File: src/rtl/dipole_sweep.sv
// dipole_sweep: raster sweep sequencer feeding `dipole`, with a dipole-state grid and registered read port.
// Define DIPOLE_SWEEP_STATS_EN to build the saturating flip counter; otherwise flip_count is tied to 0.
module dipole_sweep #(
    parameter int WRITE_WIDTH  = 8,
    parameter int WRITE_HEIGHT = 8,
    parameter int RADIUS       = 4,
    parameter int PASS_BITS    = 4,
    parameter int COUNT_BITS   = 16,
    localparam int WIDTH       = WRITE_WIDTH + 2 * RADIUS,
    localparam int HEIGHT      = WRITE_HEIGHT + 2 * RADIUS,
    localparam int NUM_WRITES  = WRITE_WIDTH * WRITE_HEIGHT,
    localparam int WIDTH_BITS  = $clog2(WIDTH),
    localparam int HEIGHT_BITS = $clog2(HEIGHT)
) (
    input  logic                   clk,
    input  logic                   reset,
    input  logic                   cmd_valid,
    output logic                   cmd_ready,
    input  logic [NUM_WRITES-1:0]  cmd_strobe,
    input  logic [NUM_WRITES-1:0]  cmd_data,
    input  logic [PASS_BITS-1:0]   cmd_passes,
    output logic                   cmd_done,
    output logic                   busy,
    output logic                   write_valid,
    input  logic                   write_ready,
    output logic [NUM_WRITES-1:0]  write_strobe,
    output logic [NUM_WRITES-1:0]  write_data,
    output logic [WIDTH_BITS-1:0]  dipole_x,
    output logic [HEIGHT_BITS-1:0] dipole_y,
    input  logic                   dipole_update,
    input  logic                   dipole_value,
    input  logic [WIDTH_BITS-1:0]  rd_x,
    input  logic [HEIGHT_BITS-1:0] rd_y,
    output logic                   rd_value,
    output logic [COUNT_BITS-1:0]  flip_count
);
    localparam int CELLS     = WIDTH * HEIGHT;
    localparam int CELL_BITS = $clog2(CELLS);
    localparam logic [WIDTH_BITS-1:0]  X_LAST = WIDTH_BITS'(WIDTH - 1);
    localparam logic [HEIGHT_BITS-1:0] Y_LAST = HEIGHT_BITS'(HEIGHT - 1);

    typedef enum logic [1:0] {IDLE, SWEEP, DONE} state_t;

    state_t                  state_q;
    logic                    ready_q, valid_q, done_q, rd_q;
    logic [NUM_WRITES-1:0]   strobe_q, data_q;
    logic [PASS_BITS-1:0]    passes_q;
    logic [WIDTH_BITS-1:0]   x_q;
    logic [HEIGHT_BITS-1:0]  y_q;
    logic [CELLS-1:0]        grid_q;
    logic [CELL_BITS-1:0]    wr_idx, rd_idx;
    logic                    rd_in, hs;

    assign wr_idx = CELL_BITS'(int'(y_q) * WIDTH + int'(x_q));
    assign rd_idx = CELL_BITS'(int'(rd_y) * WIDTH + int'(rd_x));
    assign rd_in  = (int'(rd_x) < WIDTH) && (int'(rd_y) < HEIGHT);
    assign hs     = (state_q == SWEEP) && write_ready;

    assign cmd_ready    = ready_q;
    assign busy         = ~ready_q;
    assign write_valid  = valid_q;
    assign cmd_done     = done_q;
    assign write_strobe = strobe_q;
    assign write_data   = data_q;
    assign dipole_x     = x_q;
    assign dipole_y     = y_q;
    assign rd_value     = rd_q;

    always_ff @(posedge clk or posedge reset) begin
        if (reset) begin
            state_q  <= IDLE;
            ready_q  <= 1'b1;
            valid_q  <= 1'b0;
            done_q   <= 1'b0;
            rd_q     <= 1'b0;
            strobe_q <= '0;
            data_q   <= '0;
            passes_q <= '0;
            x_q      <= '0;
            y_q      <= '0;
            grid_q   <= '0;
        end else begin
            rd_q <= rd_in && grid_q[rd_idx];
            case (state_q)
                IDLE: if (cmd_valid) begin
                    strobe_q <= cmd_strobe;
                    data_q   <= cmd_data;
                    passes_q <= cmd_passes;
                    x_q      <= '0;
                    y_q      <= '0;
                    ready_q  <= 1'b0;
                    valid_q  <= cmd_passes != '0;
                    done_q   <= cmd_passes == '0;
                    state_q  <= (cmd_passes != '0) ? SWEEP : DONE;
                end
                SWEEP: if (write_ready) begin
                    if (dipole_update) grid_q[wr_idx] <= dipole_value;
                    if (x_q != X_LAST) begin
                        x_q <= x_q + WIDTH_BITS'(1);
                    end else if (y_q != Y_LAST) begin
                        x_q <= '0;
                        y_q <= y_q + HEIGHT_BITS'(1);
                    end else begin
                        x_q      <= '0;
                        y_q      <= '0;
                        passes_q <= passes_q - PASS_BITS'(1);
                        if (passes_q == PASS_BITS'(1)) begin
                            valid_q <= 1'b0;
                            done_q  <= 1'b1;
                            state_q <= DONE;
                        end
                    end
                end
                DONE: begin
                    done_q  <= 1'b0;
                    ready_q <= 1'b1;
                    state_q <= IDLE;
                end
                default: state_q <= IDLE;
            endcase
        end
    end

`ifdef DIPOLE_SWEEP_STATS_EN
    logic [COUNT_BITS-1:0] flip_q;
    always_ff @(posedge clk or posedge reset) begin
        if (reset) flip_q <= '0;
        else if (state_q == IDLE && cmd_valid) flip_q <= '0;
        else if (hs && dipole_update && dipole_value != grid_q[wr_idx] && flip_q != '1)
            flip_q <= flip_q + COUNT_BITS'(1);
    end
    assign flip_count = flip_q;
`else
    assign flip_count = '0;
`endif
endmodule

File: config.mk
export PLATFORM = sky130hd
export DESIGN_NAME = dipole_sweep
export DESIGN_NICKNAME = d
export VERILOG_FILES = /design/src/rtl/dipole_sweep.sv
export SDC_FILE = /design/constraint.sdc
export NUM_CORES = 1
export LEC_CHECK = 0
export ABC_AREA = 1
export CORE_UTILIZATION = 45
export CTS_CLUSTER_DIAMETER = 150
export DETAILED_ROUTE_END_ITERATION = 6
export PLACE_DENSITY = 0.72
export SYNTH_ARGS = -nofsm -noshare
export SYNTH_HDL_FRONTEND = slang
export SYNTH_SLANG_ARGS = --single-unit
File: constraint.sdc
create_clock -name clk -period 15.2 [get_ports clk]
set_clock_uncertainty 0.1 [all_clocks]
set_input_delay 4.56 -clock clk [delete_from_list [all_inputs] [get_ports clk]]
set_output_delay 4.56 -clock clk [all_outputs]
set_load 0.005 [all_outputs]
[After elaboration in Yosys (flattened, before gate mapping)]
Cells that the tools add are included.
Storage, ports and cells
  register bits after elaboration: 402
  word-level logic and storage cells: 85
  output and inout port bits: 157
Cells by class
  muxes and demuxes: 39
  magnitude comparators: 3
  reductions and logical operators: 16
  add/sub/neg operators: 5
  equal/unequal tests: 10
  bitwise logic cells: 1
Operators by type and width (count)
  $bwmux W256: 1
  $mux W4: 10
  $pmux W4 S2: 3
  $lt A8 B9 Y1 const B: 2
  $add A8 B4 Y8: 2
  $mux W1: 13
  $mux W2: 6
  $reduce_and A6 Y1: 2
  $reduce_and A5 Y1: 2
  $add A4 B1 Y4 const B: 2
  $bmux W1 S8: 1
  $demux W1 S8: 1
  $ge A8 B1 Y1 const B: 1
  $ne A2 B2 Y1 const B: 4
  $ne A4 B4 Y1 const B: 2
  $reduce_and A3 Y1: 2
  $eq A4 B1 Y1 const B: 1
  $logic_not A4 Y1: 1
  $pmux W1 S2: 2
  $pmux W2 S2: 1
  $reduce_and A2 Y1: 2
  $reduce_and A4 Y1: 1
  $reduce_bool A2 Y1: 2
  $reduce_bool A4 Y1: 1
  9 further kinds: 9

[Depth between registers and ports, before layout]
Gate-level depths: netlist of the first run.
  word-level depth: 6
  depth in mapped cells: 13
  depth with buffers taken out: 13

[Least setup slack after synthesis of the first run]
No wires, ideal clock.
  path type: input to register
  from: input port rd_x[1]
  to: register rd_q (netlist: rd_value)
  setup time: 0.117 ns
  stages on the path: 11
  data required time: 14.983 ns
  arrival: 5.598 ns
  path buffers: 2
  setup slack: 9.385 ns
  path through: buf_2 > buf_1 > nand3_1 > nand3_1 > nand3_1 > nand3_1 > nand2_1 > nand2_1 > nand3_1 > nand3_1 > nand2_1
Between the ends
  word-level cells in the longest chain between the ends: 3
Ends and longest elaborated chain
  start, declared: RTL line 32  | input logic [WIDTH_BITS-1:0] rd_x,
  $add A8 B4 Y8: RTL line 55  | assign rd_idx = CELL_BITS'(int'(rd_y) * WIDTH + int'(rd_x));
  $bmux W1 S8: RTL line 83  | rd_q <= rd_in && grid_q[rd_idx];
  $mux W1 (implied by the code): RTL line 83
  end signal, assigned: RTL line 83
  end, declared: RTL line 45  | logic ready_q, valid_q, done_q, rd_q;
No other way between the ends. The select of a mux whose other input is x is not followed.
A chain may end at the register's enable or synchronous reset.

==> impl_metrics.ini, run 1 <==
[outcome]
status = finished with violations
violations = design-rule violations

[logic_synthesis]
ys_async_sr_fraction = 1.00
netlist_area_um2 = 18800
synth_ff_type = dfrtp_1
yosys_warnings = 0
synth_top_area_frac = 0.534
synthTopCellsByCount = 677 x nand2_1, 401 x dfrtp_1, 259 x a21oi_1
ys_seq_elements = 402
syn_inst = 2221
synthTopCellsByArea = dfrtp_1 53%, nand2_1 14%, a31oi_1 8.3%, a21oi_1 6.9%, nand3_1 6.8%
synth_most_common_cell = nand2_1
synthDistinctLibCells = 35
yosysTopAreaCell = dfrtp_1
synth_edf_count = 0
avgSynthCellArea_um2 = 8.47
ys_seq_area_frac = 0.535

[grt]
use_met1 = 0.337
first_global_vias = 15705
global_route.usage.met3 = 0.0695
groute.usage.overall = 0.265
grt_util_met2 = 0.419
grt_pass1_wl_um = 87700
busiest_layer = met2
grt_max_degree = 184
grt_overflow = 0
antenna_found_initial = 2

[critical_path]
r2r_end = cmd_done
crit_top_cell = buf_4
worstRegToRegCells = 8
cp.required_ps = 15670
worstPathMaxFanout = 183
cp_slowest_cell = buf_4
end_kind = asynchronous set/reset pin
cp.arrival_ps = 7630
ff2ff_setup_slack_ps = 12000
rr_startpoint = dipole_y[1]
crit_type = in2async
crit_chain = clkdlybuf4s50_1 > clkinvlp_4 > buf_4 > buf_12 > buf_4
start_kind = input port
cpPeakStageDelay_ps = 860

[placed_design]
portBuffers = 286
place_congestion = 0.849
dp_slack_ps = 7390
hpwl_um = 33400
place_area_um2 = 21600

[finish]
fill_cells = 3646
drive_gt1_frac = 0.0610
final_area_um2 = 23100
fin_util = 0.564
fin_nets = 2540
area_growth_pct = 22.9

[floorplan]
die-area_um2 = 42600
core_um2 = 41000
die_width_um = 206
start_util = 0.458
die_h_um = 206
io_pins = 303
core.rowCount = 74

[power_and_ir_drop]
clkPwrFrac = 0.304
powerDensity_nw_per_um2 = 154
p_sw_frac = 0.324
ir_drop_mv = 0.0985
share_comb_of_total_power = 0.298
seq_power_share = 0.397
switching_power_mw = 1.15
p_int_mw = 2.40
power_mw = 3.56
leakage_nw = 10.5

[timing]
fin_crit_sh = 0.471
hold_violations = 0
relSlewSlack = 0.180
worst_slack_ps = 8040
finalSetupTns_ps = 0
tightest_slew_ps = 1230
fmax_ghz = 0.140
period_needed_ps = 7160
final_max_slew_viol_count = 0
setup_viol = 0
rsz0062_at_grt = no

[clock_network]
cts.hold.buffers_added = 0
h-tree-depth = 2
numCtsBuffers = 45
cts_setup_buffers = 0
insertion_delay_ps = 580
cts_sinks = 402
cts_tree = yes
clkSlewWorstSetupHoldPaths_ps = 60
clock_path_buffers = 3
cts_resized = 0
clockRootBuffer = clkbuf_16

[detailed_routing]
first_pass_iters = 7
wl_per_cell_um = 19.2
via_per_inst = 5.66
antenna_left = 0
vias = 16666
wirelength_um = 56400
drt_iter0_markers = 1512
drc = 2

[min_path]
hold_path.class = reg2reg
min_from = write_strobe[9]
hold_depth = 2
min_to = write_strobe[9]

[job]
maxCapViolCount = 0
-- state kept, by name (all words and copies together), names as in the netlist --
name,count
grid_q,256
write_data,64
write_strobe,64
dipole_x,4
dipole_y,4
passes_q,4
state_q,2
cmd_done,1
cmd_ready,1
rd_value,1
write_valid,1
-- area by class of cell --
cell class	count	area, um2	area share
Inverter	54	218	0.00942
Clock buffer	64	1290	0.0557
Timing Repair Buffer	316	3090	0.134
Clock inverter	14	178	0.00769
Multi-Input combinational cell	1561	7610	0.329
Tap cell	532	666	0.0288
Sequential cell	402	10100	0.435
Antenna cell	1	2.50	0.000108
-- worst max-delay path by stage --
stage / slack (ps) / depth (start not counted) / endpoint / startpoint
finish: 8040 / 5 / grid_q[35] / reset
global route: 7600 / 5 / grid_q[49] / reset
global placement: 7440 / 5 / grid_q[83] / reset
detailed placement: 7390 / 5 / grid_q[81] / reset
CTS: 8010 / 5 / grid_q[77] / reset
floorplan: 5130 / 1 / cmd_done / reset
-- power groups by stage --
| stage | clock network [mW] | registers [mW] | logic, mW |
|---|---|---|---|
| finish | 1.08 | 1.41 | 1.06 |
| global route | 1.14 | 1.44 | 1.16 |
| CTS | 1.11 | 1.41 | 1.07 |
| detailed placement | 0 | 1.43 | 1.06 |
| global placement | 0 | 1.42 | 1.05 |
| floorplan | 0 | 1.42 | 0.488 |
-- layer usage --
metal / up-vias / routed length, um
li1: 7866 / -
met2: 749 / 26300
met1: 7921 / 22800
met4: 2 / 2300
met5: - / 11
met3: 128 / 5000
-- worst max-delay path, delay by kind of cell --
family	cells	cell delay, ps
buffers and inverters	5	2830
-- cells in the final DEF (no fill, tap or decap), types with 30 or more instances in the layout --
master and count:
nor2_1 30, clkdlybuf4s50_1 284, a21oi_1 259, clkbuf_16 45, inv_1 42, dfrtp_1 401, nand2_1 676, nand3_1 256
a31oi_1 248, buf_4 30
-- cells by family after synthesis --
logic type | Yosys count | synth area share
AND/OR/NAND/NOR | 999 | 0.230
AO/OA/AOI/OAI | 530 | 0.158
flip-flops | 402 | 0.535
buffers and inverters | 273 | 0.0657
adder cells (fa/ha/maj) | 14 | 0.00931
other | 1 | 0.000199
XOR/XNOR | 1 | 0.000466
multiplexers | 1 | 0.000599
-- metrics by stage --
| step | hold WS, ps | std cells |
|---|---|---|
| after floorplan | 365 | 2236 |
| after global placement | 360 | 2865 |
| after detailed placement | 364 | 2865 |
| after CTS | 380 | 2943 |
| after global routing | 388 | 2943 |
| final | 374 | 2944 |
(Power assumes the default switching activity.)
==> run 2, diff against run 1 <==
- PLACE_DENSITY: 0.72 -> 0.69
- clock period: 15.2 -> 7.3 ns (I/O delays scaled with it)
==> impl_metrics.ini, run 2 (synthesized netlist as in run 1, its figures left out) <==
[clock_network]
h-tree-depth = 2
insertion_delay_ps = 590
clkSlewWorstSetupHoldPaths_ps = 60
cts_tree = yes
clock_path_buffers = 3
cts_sinks = 402
cts_setup_buffers = 0
cts.hold.buffers_added = 0
cts_resized = 0
clockRootBuffer = clkbuf_16
numCtsBuffers = 45

[min_path]
min_from = write_valid
min_to = write_valid
hold_path.class = reg2reg
hold_depth = 2

[power_and_ir_drop]
switching_power_mw = 2.41
share_comb_of_total_power = 0.297
seq_power_share = 0.397
clkPwrFrac = 0.307
p_sw_frac = 0.324
leakage_nw = 10.5
p_int_mw = 5.03
ir_drop_mv = 0.251
powerDensity_nw_per_um2 = 321
power_mw = 7.43

[job]
maxCapViolCount = 0

[outcome]
status = finished with violations
violations = design-rule violations

[detailed_routing]
first_pass_iters = 7
drc = 4
antenna_left = 0
vias = 16686
drt_iter0_markers = 1760
via_per_inst = 5.67
wirelength_um = 57200
wl_per_cell_um = 19.4

[placed_design]
dp_slack_ps = 1800
dp_cells = 2866
portBuffers = 286
place_congestion = 0.853
hpwl_um = 34000

[grt]
grt_overflow = 0
grt_max_degree = 199
grt_pass1_wl_um = 91300
use_met1 = 0.354
groute.usage.overall = 0.273
antenna_found_initial = 1
first_global_vias = 16417
grt_util_met2 = 0.443
global_route.usage.met3 = 0.0653
busiest_layer = met2

[critical_path]
start_kind = input port
cpPeakStageDelay_ps = 1090
cp.arrival_ps = 5400
end_kind = flop
cp_slowest_cell = clkinv_2
worstRegToRegCells = 8
cp.required_ps = 7660
rr_startpoint = dipole_y[1]
cp.buffers_inverters = 3
crit_chain = buf_4 > clkinv_2 > buf_12 > nand2_1 > nand3_1 > nand3_1 > nand3_1 > nand3_1 > nand2_1 > nand2_1 > nand3_1 > nand3_1 > nand2_1
worstPathMaxFanout = 71
crit_type = in2reg
crit_top_cell = nand3_1
ff2ff_setup_slack_ps = 4170
cpLargestDelayFamily = buffers and inverters
r2r_end = cmd_done

[floorplan]
die_width_um = 206
core_um2 = 41000
start_util = 0.458
io_pins = 303
die-area_um2 = 42600
die_h_um = 206
core.rowCount = 74

[finish]
layout_common_cells = 676 x nand2_1, 401 x dfrtp_1, 284 x clkdlybuf4s50_1
area_growth_pct = 23.3
drive_gt1_frac = 0.0606
fin_nets = 2542
largest_reg_flops = 256
final_common_cell = nand2_1
fin_cells = 2944
top_register = grid_q

[timing]
fin_crit_sh = 0.690
relSlewSlack = 0.0944
rsz0062_at_grt = no
hold_slack_ps = 375
setup_viol = 0
final_max_slew_viol_count = 0
hold_violations = 0
period_needed_ps = 5040
worst_slack_ps = 2260
fmax_ghz = 0.198
tightest_slew_ps = 1360
[run 2: cell count changes in the layout (fill, tap and decap cells not counted), sizes merged]
cell	before	now
buf	32	34
bufinv	3	4
clkbuf	64	63
clkinv	10	9
clkinvlp	2	1
[run 2: worst reg2reg max path, cell delays in order, from the launching register on]
cell and delay, ps:
dfrtp_1 440, ha_1 200, inv_1 180, nor2_2 960, inv_1 250, o21ai_0 290, nand3_1 130, nor2_1 140
mux2_2 340
[run 2: area by class of cell]
cell class | count | area (um2)
sequential | 402 | 10100
timing repair buffer | 318 | 3170
clock inverter | 13 | 195
fill | 3725 | 17800
inverter | 54 | 216
tap | 532 | 666
clock buffer | 63 | 1260
multi-input combinational | 1561 | 7610
antenna | 1 | 2.50
[run 2: through the flow]
step,setup TNS (ps),area (um2),util
3_5_place_dp,0,21700,0.529
3_3_place_gp,0,21700,0.529
5_1_grt,0,23200,0.565
2_1_floorplan,-161570,18900,-
6_report,0,23200,0.565
4_1_cts,0,23100,0.564
[run 2: worst max-delay path by stage]
stage | from | end | slack [ps] | cells past startpoint
CTS | rd_x[0] | rd_value | 2400 | 13
floorplan | reset | cmd_done | -400 | 1
global placement | rd_x[0] | rd_value | 1840 | 13
detailed placement | rd_x[0] | rd_value | 1800 | 13
global route | rd_x[0] | rd_value | 2050 | 13
finish | rd_x[0] | rd_value | 2260 | 13
[run 2: layer usage]
metal / wire length [um] / share of wire
met2: 27200 / 0.48
met5: 10 / 0.00017
met4: 1630 / 0.029
met3: 4970 / 0.087
met1: 23400 / 0.41
[run 2: power by group through the flow]
stage | clock (mW) | sequential [mW] | combinational [mW]
3_3_place_gp | 0 | 2.95 | 2.18
3_5_place_dp | 0 | 2.97 | 2.21
6_report | 2.28 | 2.95 | 2.20
4_1_cts | 2.32 | 2.95 | 2.22
5_1_grt | 2.41 | 3.00 | 2.42
2_1_floorplan | 0 | 2.95 | 1.02
